**src/rtl/hbc_bus_pkg.sv**
```systemverilog
// Shared types and constants for the 8-bit host bus initiator.
//   HBC_DATA_W  : host bus data width
//   HBC_ADDR_W  : default host bus address width
//   hbc_state_t : transaction phase encoding
//   hbc_max3    : elaboration helper for sizing the phase counter
package hbc_bus_pkg;

    localparam int unsigned HBC_DATA_W = 8;
    localparam int unsigned HBC_ADDR_W = 3;

    typedef enum logic [2:0] {
        IDLE,
        SETUP,
        STROBE,
        HOLD,
        DONE
    } hbc_state_t;

    function automatic int unsigned hbc_max3(input int unsigned a,
                                             input int unsigned b,
                                             input int unsigned c);
        int unsigned m;
        m = a;
        if (b > m) m = b;
        if (c > m) m = c;
        return m;
    endfunction

endpackage

```
**src/rtl/hbc_phase_timer.sv**
```systemverilog
// Loadable down-counter timing one bus phase.
//   clk, rst  : clock, synchronous active-high reset
//   load      : reload the counter with load_val (phase entry)
//   load_val  : phase length minus one
//   done      : counter has reached zero (last cycle of the phase)
module hbc_phase_timer #(
    parameter int unsigned CNT_W = 2
) (
    input  logic             clk,
    input  logic             rst,
    input  logic             load,
    input  logic [CNT_W-1:0] load_val,
    output logic             done
);

    logic [CNT_W-1:0] cnt;

    // Count down and park at zero until the next load.
    always_ff @(posedge clk) begin
        if (rst) begin
            cnt <= '0;
        end else if (load) begin
            cnt <= load_val;
        end else if (cnt != '0) begin
            cnt <= cnt - CNT_W'(1);
        end
    end

    assign done = (cnt == '0);

endmodule

```
**src/rtl/hbc_bus_master.sv**
```systemverilog
// Synchronous initiator for the 8-bit asynchronous host bus.
// Turns single-beat read/write requests into WRn/RDn strobe sequences with
// parameterized setup, strobe and hold lengths, and reports completion with a
// one-cycle response pulse.
//   req_*      : request handshake from the internal controller
//   rsp_*      : completion pulse and read data
//   bus_*      : registered pad-side strobes, address and data, plus pad input
module hbc_bus_master
    import hbc_bus_pkg::*;
#(
    parameter int unsigned ADDR_W     = HBC_ADDR_W,
    parameter int unsigned SETUP_CYC  = 2,
    parameter int unsigned STROBE_CYC = 4,
    parameter int unsigned HOLD_CYC   = 2
) (
    input  logic                  clk,
    input  logic                  rst,
    input  logic                  req_valid,
    output logic                  req_ready,
    input  logic                  req_write,
    input  logic [ADDR_W-1:0]     req_addr,
    input  logic [HBC_DATA_W-1:0] req_wdata,
    output logic                  rsp_valid,
    output logic [HBC_DATA_W-1:0] rsp_rdata,
    output logic                  bus_wr_n,
    output logic                  bus_rd_n,
    output logic [ADDR_W-1:0]     bus_addr,
    output logic [HBC_DATA_W-1:0] bus_data_out,
    output logic                  bus_data_oe,
    input  logic [HBC_DATA_W-1:0] bus_data_in
);

    localparam int unsigned MAX_CYC = hbc_max3(SETUP_CYC, STROBE_CYC, HOLD_CYC);
    localparam int unsigned CNT_W   = $clog2(MAX_CYC + 1);

    if (SETUP_CYC < 1 || STROBE_CYC < 1 || HOLD_CYC < 1) begin : g_bad_timing
        $error("hbc_bus_master: SETUP_CYC, STROBE_CYC and HOLD_CYC must all be >= 1");
    end

    hbc_state_t state;
    hbc_state_t state_next;

    logic             write_q;
    logic             tmr_load;
    logic [CNT_W-1:0] tmr_load_val;
    logic             tmr_done;

    logic                  accept;
    logic                  cur_write;
    logic                  on_bus;
    logic                  capture;
    logic                  wr_n_next;
    logic                  rd_n_next;
    logic                  oe_next;
    logic                  rsp_valid_next;
    logic [ADDR_W-1:0]     addr_next;
    logic [HBC_DATA_W-1:0] data_next;

    hbc_phase_timer #(
        .CNT_W(CNT_W)
    ) u_timer (
        .clk     (clk),
        .rst     (rst),
        .load    (tmr_load),
        .load_val(tmr_load_val),
        .done    (tmr_done)
    );

    // Ready is a pure state decode, forced low while reset is asserted.
    assign req_ready = (state == IDLE) && !rst;

    // State register.
    always_ff @(posedge clk) begin
        if (rst) begin
            state <= IDLE;
        end else begin
            state <= state_next;
        end
    end

    // Next state, phase timer reload and next values of the registered outputs.
    always_comb begin
        state_next   = state;
        tmr_load     = 1'b0;
        tmr_load_val = '0;

        case (state)
            IDLE: begin
                if (req_valid) begin
                    state_next   = SETUP;
                    tmr_load     = 1'b1;
                    tmr_load_val = CNT_W'(SETUP_CYC - 1);
                end
            end
            SETUP: begin
                if (tmr_done) begin
                    state_next   = STROBE;
                    tmr_load     = 1'b1;
                    tmr_load_val = CNT_W'(STROBE_CYC - 1);
                end
            end
            STROBE: begin
                if (tmr_done) begin
                    state_next   = HOLD;
                    tmr_load     = 1'b1;
                    tmr_load_val = CNT_W'(HOLD_CYC - 1);
                end
            end
            HOLD: begin
                if (tmr_done) begin
                    state_next = DONE;
                end
            end
            DONE: begin
                state_next = IDLE;
            end
            default: begin
                state_next = IDLE;
            end
        endcase

        // Outputs are registered from the next state, so the accepting edge
        // already has to see the incoming request fields.
        accept    = (state == IDLE) && req_valid;
        cur_write = accept ? req_write : write_q;
        on_bus    = (state_next == SETUP) || (state_next == STROBE) ||
                    (state_next == HOLD);

        wr_n_next      = !((state_next == STROBE) && cur_write);
        rd_n_next      = !((state_next == STROBE) && !cur_write);
        oe_next        = on_bus && cur_write;
        rsp_valid_next = (state_next == DONE);
        addr_next      = accept ? req_addr : bus_addr;
        data_next      = (accept && req_write) ? req_wdata : bus_data_out;

        // Sample read data on the edge that also raises RDn.
        capture = (state == STROBE) && tmr_done && !write_q;
    end

    // Registered request latch and bus/response outputs.
    always_ff @(posedge clk) begin
        if (rst) begin
            write_q      <= 1'b0;
            bus_wr_n     <= 1'b1;
            bus_rd_n     <= 1'b1;
            bus_data_oe  <= 1'b0;
            bus_addr     <= '0;
            bus_data_out <= '0;
            rsp_valid    <= 1'b0;
            rsp_rdata    <= '0;
        end else begin
            if (accept) begin
                write_q <= req_write;
            end
            bus_wr_n     <= wr_n_next;
            bus_rd_n     <= rd_n_next;
            bus_data_oe  <= oe_next;
            bus_addr     <= addr_next;
            bus_data_out <= data_next;
            rsp_valid    <= rsp_valid_next;
            if (capture) begin
                rsp_rdata <= bus_data_in;
            end
        end
    end

endmodule

```
**config.mk**
```make
export PLATFORM = sky130hd
export DESIGN_NAME = hbc_bus_master
export DESIGN_NICKNAME = d
export VERILOG_FILES = /design/src/rtl/hbc_bus_pkg.sv /design/src/rtl/hbc_phase_timer.sv /design/src/rtl/hbc_bus_master.sv
export SDC_FILE = /design/constraint.sdc
export NUM_CORES = 1
export LEC_CHECK = 0
export ABC_AREA = 1
export BUFFER_PORTS_ARGS = -buffer_cell sky130_fd_sc_hd__clkbuf_2
export CORE_MARGIN = 2
export CORE_UTILIZATION = 48
export DETAILED_ROUTE_END_ITERATION = 8
export GPL_ROUTABILITY_DRIVEN = 0
export PLACE_DENSITY = 0.81
export SYNTH_ARGS = -nofsm -noshare
export SYNTH_HDL_FRONTEND = slang
export SYNTH_SLANG_ARGS = --single-unit
```
**constraint.sdc**
```tcl
create_clock -name clk -period 1.7 [get_ports clk]
set_input_delay 0.255 -clock clk [delete_from_list [all_inputs] [get_ports clk]]
set_output_delay 0.255 -clock clk [all_outputs]
set_load 0.02 [all_outputs]
```
==> results.txt, run 1 <==
* Layout-stage area growth over the synthesis result: 22.4%
- The number of antenna violations at the first check in global routing came to 0.
* Number of DRC markers in iteration 0: 19
* First-pass GRT wire length: 4490 um
- Initial core utilization: 51.2%
- STA classifies the critical path startpoint as a register.
- Yosys printed 0 warnings.
- Count of non-filler cells in the finished layout: 239
- CTS tree: yes
- Final-report max-slew violation count: 0
- Sequential elements use 46.9% of the synthesized area.
* WP data arrival: 1270 ps
* Power density of the placed cells: 1390 nW/um2
* RSZ-0062 raised after global routing: false
- The cell area that synthesis handed to floorplanning was 1280 um2.
* Cell chosen for the clock root: sky130_fd_sc_hd__clkbuf_4
- The first TritonRoute pass finished after 4 iterations.
* Final global-route overflow total: 0
- TritonCTS created 5 clock buffers.
* Maximum number of buffers from clock root to sink: 2
- Headroom to the max-slew limit came out at 73.6%.
* Time the worst path needs with I/O delays and setup: 1530 ps
- Clock tree synthesis found a total of 30 sinks.
- Row count: 18
* Transition time at the pin with the least slew margin: 395 ps
- Measured along the x axis, the die boundary spans 55.6 um.
- Wire length after detailed routing: 2570 um
- The tool flagged a number of max-cap violations equal to 0.
* Post-place setup slack: 255 ps
- GR Util All Layers: 18.6%
- Critical Setup Path Class: register to output pin
* Peak VDD IR: 0.000804 V
- In this run the critical register-to-register path is launched from u_timer.cnt[0].
- Between clock sinks in the finished design, the worst skew comes to 4.13 ps.
- Setup Fix Bufs, Post-CTS: 0
- Number of endpoints with negative hold slack in the final report: 0
- A synthesized cell averages 7.90 um2.
- At the later pin of the worst-skew pair, clock insertion delay measures 320 ps.
* Total of buffers placed on input and output ports: 46
- The worst hold path begins at rst.
- After detailed routing, the average wire length per cell comes to 10.7 um.
- DP Wirelength: 1960 um
* Leakage power of the design: 0.751 nW
- Total core area: 2500 um2
* Crit path from: state[1]
- Clock Pin Slew Worst Setup and Hold Paths: 80 ps
- When the netlist entered floorplanning its net count stood at 187.
- Upper clock frequency limit: 655 MHz
- After detailed routing, the number of vias per cell comes to 4.83.
- Die extent in y: 55.6 um
- Number of instances in the placed design: 233
* Number of nets in the final layout: 235
- Data on the critical path is required at its endpoint by 1440 ps.
* Largest net degree at the start of global routing: 18
- For this design the top-level I/O count stands at 47.
- Fin Setup TNS: 0 ps
- Vias in the first global route: 1056
- Hold Path Class: primary input to register
* Number of nets with antenna violations after routing: 0
* Antenna diodes: 0
* Biggest fanout along the worst timing path: 7
- Number of setup violations in the final report: 0
* Min setup slack post-route: 174 ps
- Cell count after synthesis: 162
* Share of cells above drive strength 1: 29.7%
- The die covers 3100 um2.
- H-tree levels: 2
- Counting flops and latches in the post-synthesis netlist gives 30.
- Of the available clock period, the critical path in the final layout requires 89.8%.
* Utilization after layout: 62.7%
* CTS resizes: 0
- After detailed routing, the number of remaining DRC violations is 0.
- Type of destination of the critical path: output pin
- CTS hold repair buffers: 0
- The design draws 0.00218 W.
- Counting distinct cell types in the post-synthesis netlist gives 24.
- Across all layers, the routed design uses 1154 vias.
- Run status: complete, no violations
## report_power, final
part	internal, W	switching [W]	total (W)
Sequential	0.000823	0.0000851	0.000908
Combinational	0.000293	0.000572	0.000865
Clock	0.000186	0.000217	0.000403
Total	0.00130	0.000874	0.00218
## state kept, by name, indices dropped and copies added (netlist names)
name,flops
write_q,1
bus_wr_n,1
u_timer.cnt,3
bus_addr,3
rsp_valid,1
bus_data_out,8
bus_data_oe,1
bus_rd_n,1
state,3
rsp_rdata,8
## final timing paths
check / slack [ps] / cells past startpoint / end
max reg2reg: 250 / 7 / bus_wr_n
min: 150 / 2 / state[2]
min reg2reg: 450 / 2 / bus_data_out[6]
max: 170 / 2 / req_ready
## cell families (layout without fill, tap and decap cells)
group           Yosys count  in the layout  share of synthesized area, %
compound gates           33             33                          13.2
xor+xnor                  2              2                          1.37
fa+ha+maj                 2              2                          1.95
buf+inv                  30             77                          10.2
flops                    30             30                          46.9
simple gates             65             65                          26.4
## layout by cell type (no fill, tap or decap), types with 2 or more instances in the layout
cell / Yosys / routed
sky130_fd_sc_hd__xor2_1: 2 / 2
sky130_fd_sc_hd__ha_1: 2 / 2
sky130_fd_sc_hd__nand3_1: 20 / 20
sky130_fd_sc_hd__nand3_2: 2 / 2
sky130_fd_sc_hd__nand2_1: 21 / 21
sky130_fd_sc_hd__a21oi_1: 20 / 20
sky130_fd_sc_hd__dfxtp_1: 30 / 30
sky130_fd_sc_hd__o21ai_0: 9 / 9
sky130_fd_sc_hd__o21ai_1: 2 / 2
sky130_fd_sc_hd__clkbuf_2: 0 / 46
sky130_fd_sc_hd__nand2_2: 3 / 3
sky130_fd_sc_hd__inv_1: 23 / 23
sky130_fd_sc_hd__nor2_1: 13 / 13
sky130_fd_sc_hd__clkbuf_4: 0 / 5
## worst max-delay path, cell delays in order (launching register included)
cell                       delay (ps)
sky130_fd_sc_hd__dfxtp_1          400
sky130_fd_sc_hd__nor4_1           330
sky130_fd_sc_hd__clkbuf_2         230
## per-stage QoR
stage / cell area, um2 / hold WS (ps)
detailed placement: 1520 / 441
CTS: 1570 / 138
floorplan: 1280 / 419
global route: 1570 / 146
finish: 1570 / 151
global placement: 1520 / 433
## synthesized netlist by cell type
| cell type | count | share of area, % |
|---|---|---|
| sky130_fd_sc_hd__a21oi_1 | 20 | 7.8 |
| sky130_fd_sc_hd__a31oi_1 | 1 | 0.49 |
| sky130_fd_sc_hd__buf_2 | 2 | 0.78 |
| sky130_fd_sc_hd__buf_6 | 2 | 1.8 |
| sky130_fd_sc_hd__clkbuf_1 | 2 | 0.59 |
| sky130_fd_sc_hd__clkinv_1 | 1 | 0.29 |
| sky130_fd_sc_hd__dfxtp_1 | 30 | 47 |
| sky130_fd_sc_hd__ha_1 | 2 | 2.0 |
| sky130_fd_sc_hd__inv_1 | 23 | 6.7 |
| sky130_fd_sc_hd__nand2_1 | 21 | 6.2 |
| sky130_fd_sc_hd__nand2_2 | 3 | 1.5 |
| sky130_fd_sc_hd__nand3_1 | 20 | 7.8 |
| sky130_fd_sc_hd__nand3_2 | 2 | 1.6 |
| sky130_fd_sc_hd__nand4_1 | 1 | 0.49 |
| sky130_fd_sc_hd__nand4_4 | 1 | 1.7 |
| sky130_fd_sc_hd__nor2_1 | 13 | 3.8 |
| sky130_fd_sc_hd__nor2_2 | 1 | 0.49 |
| sky130_fd_sc_hd__nor2_4 | 1 | 0.88 |
| sky130_fd_sc_hd__nor2_8 | 1 | 1.6 |
| sky130_fd_sc_hd__nor4_1 | 1 | 0.49 |
| sky130_fd_sc_hd__o21ai_0 | 9 | 3.5 |
| sky130_fd_sc_hd__o21ai_1 | 2 | 0.78 |
| sky130_fd_sc_hd__o21bai_1 | 1 | 0.59 |
| sky130_fd_sc_hd__xor2_1 | 2 | 1.4 |
## per-layer routing
layer	GRT usage (%)	up-vias	part of all wire [%]
met5	0	-	0
met4	9.41	0	2.2
met3	5.58	7	5.1
met2	30.1	28	47
met1	22.2	500	46
li1	-	619	-
## layout make-up
type,instances,area (um2)
fill,233,933
sequential,30,601
multi-input combinational,102,549
timing repair buffer,47,238
inverter,24,90.1
clock buffer,6,51.3
tap,30,37.5
Note: power is estimated with default switching activity, not from simulation.
==> run 2, diff against run 1 <==
==> constraint.sdc (replaced) <==
create_clock -name clk -period 1.5 [get_ports clk]
set_input_delay 0.225 -clock clk [delete_from_list [all_inputs] [get_ports clk]]
set_output_delay 0.225 -clock clk [all_outputs]
set_load 0.02 [all_outputs]
==> results.txt, run 2 (synthesis results as in run 1) <==
* Top library cells by usage in the layout, fill and taps aside: sky130_fd_sc_hd__clkbuf_2 (45), sky130_fd_sc_hd__dfxtp_1 (28), sky130_fd_sc_hd__inv_1 (23)
- Final global-route overflow total: 0 (unchanged)
- The via count normalized by instance count came to 4.80 (-0.57%).
- The max-cap violation count is 0 (unchanged).
* Number of detailed-route iterations in the first pass: 4 (unchanged)
- Sink Count: 30 (unchanged)
- Fraction of the cycle the final worst path needs: 93.9%
* WP data arrival: 1180 ps (-90 ps)
- Die extent in y: 55.6 um (unchanged)
- The met2 track demand over resource is 28.9% (-1.2 points).
- Run status: complete, no violations
- Setup repair after global routing left no endpoint under its margin.
* Highest-utilization routing layer at the global route stage: met2
* Number of DRC markers in iteration 0: 27 (+8)
- The largest registers in the layout are bus_data_out x8, rsp_rdata x8.
- Utilization after layout: 64.1% (+1.5 points)
- The CTS buffer count is 5 (unchanged).
* Initial core utilization: 51.2% (unchanged)
* Count of vias placed by the detailed router: 1157 (+0.26%)
- Largest net degree at the start of global routing: 18 (unchanged)
- The leakage component of the power was 0.760 nW (+1.2%).
- Number of endpoints with negative hold slack in the final report: 0 (unchanged)
- The overall die width is 55.6 um (unchanged).
- The total routing usage reported by global routing came to 17.8% (-0.74 points).
- The global-route wire length before repair was 4380 um (-2.3%).
* Antenna diodes: 0 (unchanged)
- Hold Path Class: primary input to register
- Clock Pin Slew Worst Setup and Hold Paths: 100 ps (+20 ps)
- Type of destination of the critical path: output pin
- Most common cell after layout, fill and taps aside: sky130_fd_sc_hd__clkbuf_2
- Row count: 18 (unchanged)
- The final-layout setup total negative slack is 0 ps (unchanged).
* Detailed-route DRC error count: 0 (unchanged)
- Setup Fix Bufs, Post-CTS: 0 (unchanged)
- The number of nets in the layout came to 235 (unchanged).
- Clk Latency, worst-skew pair: 320 ps (about the same)
- Wire length after detailed routing: 2610 um (+1.6%)
* Final-report max-slew violation count: 0 (unchanged)
- The number of buffers added on ports is 46 (unchanged).
* I/O pin count: 47 (unchanged)
- STA classifies the critical path startpoint as a register.
- Number of nets with antenna violations after routing: 0 (unchanged)
- The area of the die is 3100 um2 (unchanged).
- Time the worst path needs with I/O delays and setup: 1410 ps
- The via count of the first global-routing pass was 1007 (-4.6%).
- The tightest slew margin relative to the limit was 73.1% (-0.54 points).
* Upper clock frequency limit: 710 MHz
* Share of cells above drive strength 1: 32.2% (+2.6 points)
- The number of antenna violations at the first check in global routing is 0 (unchanged).
- Clock tree synthesis selected as its root buffer the cell sky130_fd_sc_hd__clkbuf_4.
* Fin Hold WS: 137 ps (-14.5 ps)
- The required time of the critical path was 1270 ps (-170 ps).
- The met1 track demand over resource in global routing is 22.3% (+0.11 points).
- Total core area: 2500 um2 (unchanged)
- Number of setup violations in the final report: 0 (unchanged)
- Transition time at the pin with the least slew margin: 403 ps (+8.03 ps)
* Wire per inst: 10.8 um (+0.75%)
* Power density of the placed cells: 1600 nW/um2 (+15%)
* Critical Setup Path Class: register to output pin
- Maximum number of buffers from clock root to sink: 2 (unchanged)
- Met3 routing resource usage after global routing: 4.88% (-0.70 points)
- The H-tree depth reported by CTS is 2 (unchanged).
- Biggest fanout along the worst timing path: 7 (unchanged)
* DP Wirelength: 1880 um (-4.0%)
- The worst voltage drop across the vdd grid was 0.00108 V (+35%).
- From synthesis to final layout, the design area changed by 25.2%.
* Setup Skew: 8.38 ps (+4.24 ps)
* CTS tree: yes
-- run 2: critical path, cell delays in order (launching register included) --
cell and delay [ps]:
sky130_fd_sc_hd__dfxtp_2 380, sky130_fd_sc_hd__nor4_2 290, sky130_fd_sc_hd__buf_4 190
-- run 2: where the power goes --
group	total, W	switching, W	internal, W
registers	0.00104	0.000105	0.000936
logic	0.00103	0.000669	0.000359
clock network	0.000497	0.000272	0.000225
total	0.00257	0.00105	0.00152
-- run 2: timing repair --
item / 4_1_cts / 5_1_grt
setup endpoints to repair: 1 / 5
hold buffers: 0 / 0
gates resized for setup: 2 / 6
pin swaps: 0 / 1
-- run 2: path summary, 6_finish.rpt --
check	startpoint	slack (ps)	end	cells after the start
worst max-delay path	state[1]	90	req_ready	2
worst min-delay path	rst	140	state[1]	2
worst max register to register	u_timer.cnt[0]	150	bus_wr_n	7
worst min register to register	bus_data_out[4]	450	bus_data_out[4]	2
-- run 2: per-layer routing --
metal | vias to the layer above | share of wire [%] | wire length (um)
met5 | - | 0 | 0
met4 | 0 | 0.92 | 24
met3 | 4 | 6.5 | 169
met2 | 39 | 46 | 1200
met1 | 492 | 46 | 1210
li1 | 622 | - | -
-- run 2: cell type report --
type / instances / area, um2
flip-flops and latches: 30 / 603
inverters: 24 / 90.1
multi-input cells: 102 / 568
fillers: 240 / 897
well taps: 30 / 37.5
repair buffers: 47 / 240
clock inverters: 2 / 12.5
clock buffers: 6 / 51.3
-- run 2: per-stage QoR --
stage / area [um2] / setup WS (ps) / total power [W] / instances
floorplan: 1280 / 157 / 0.00181 / 162
global placement: 1520 / 133 / 0.00200 / 233
detailed placement: 1520 / 87.7 / 0.00202 / 233
CTS: 1590 / 27.0 / 0.00254 / 241
global route: 1600 / 27.2 / 0.00276 / 241
finish: 1600 / 91.7 / 0.00257 / 241
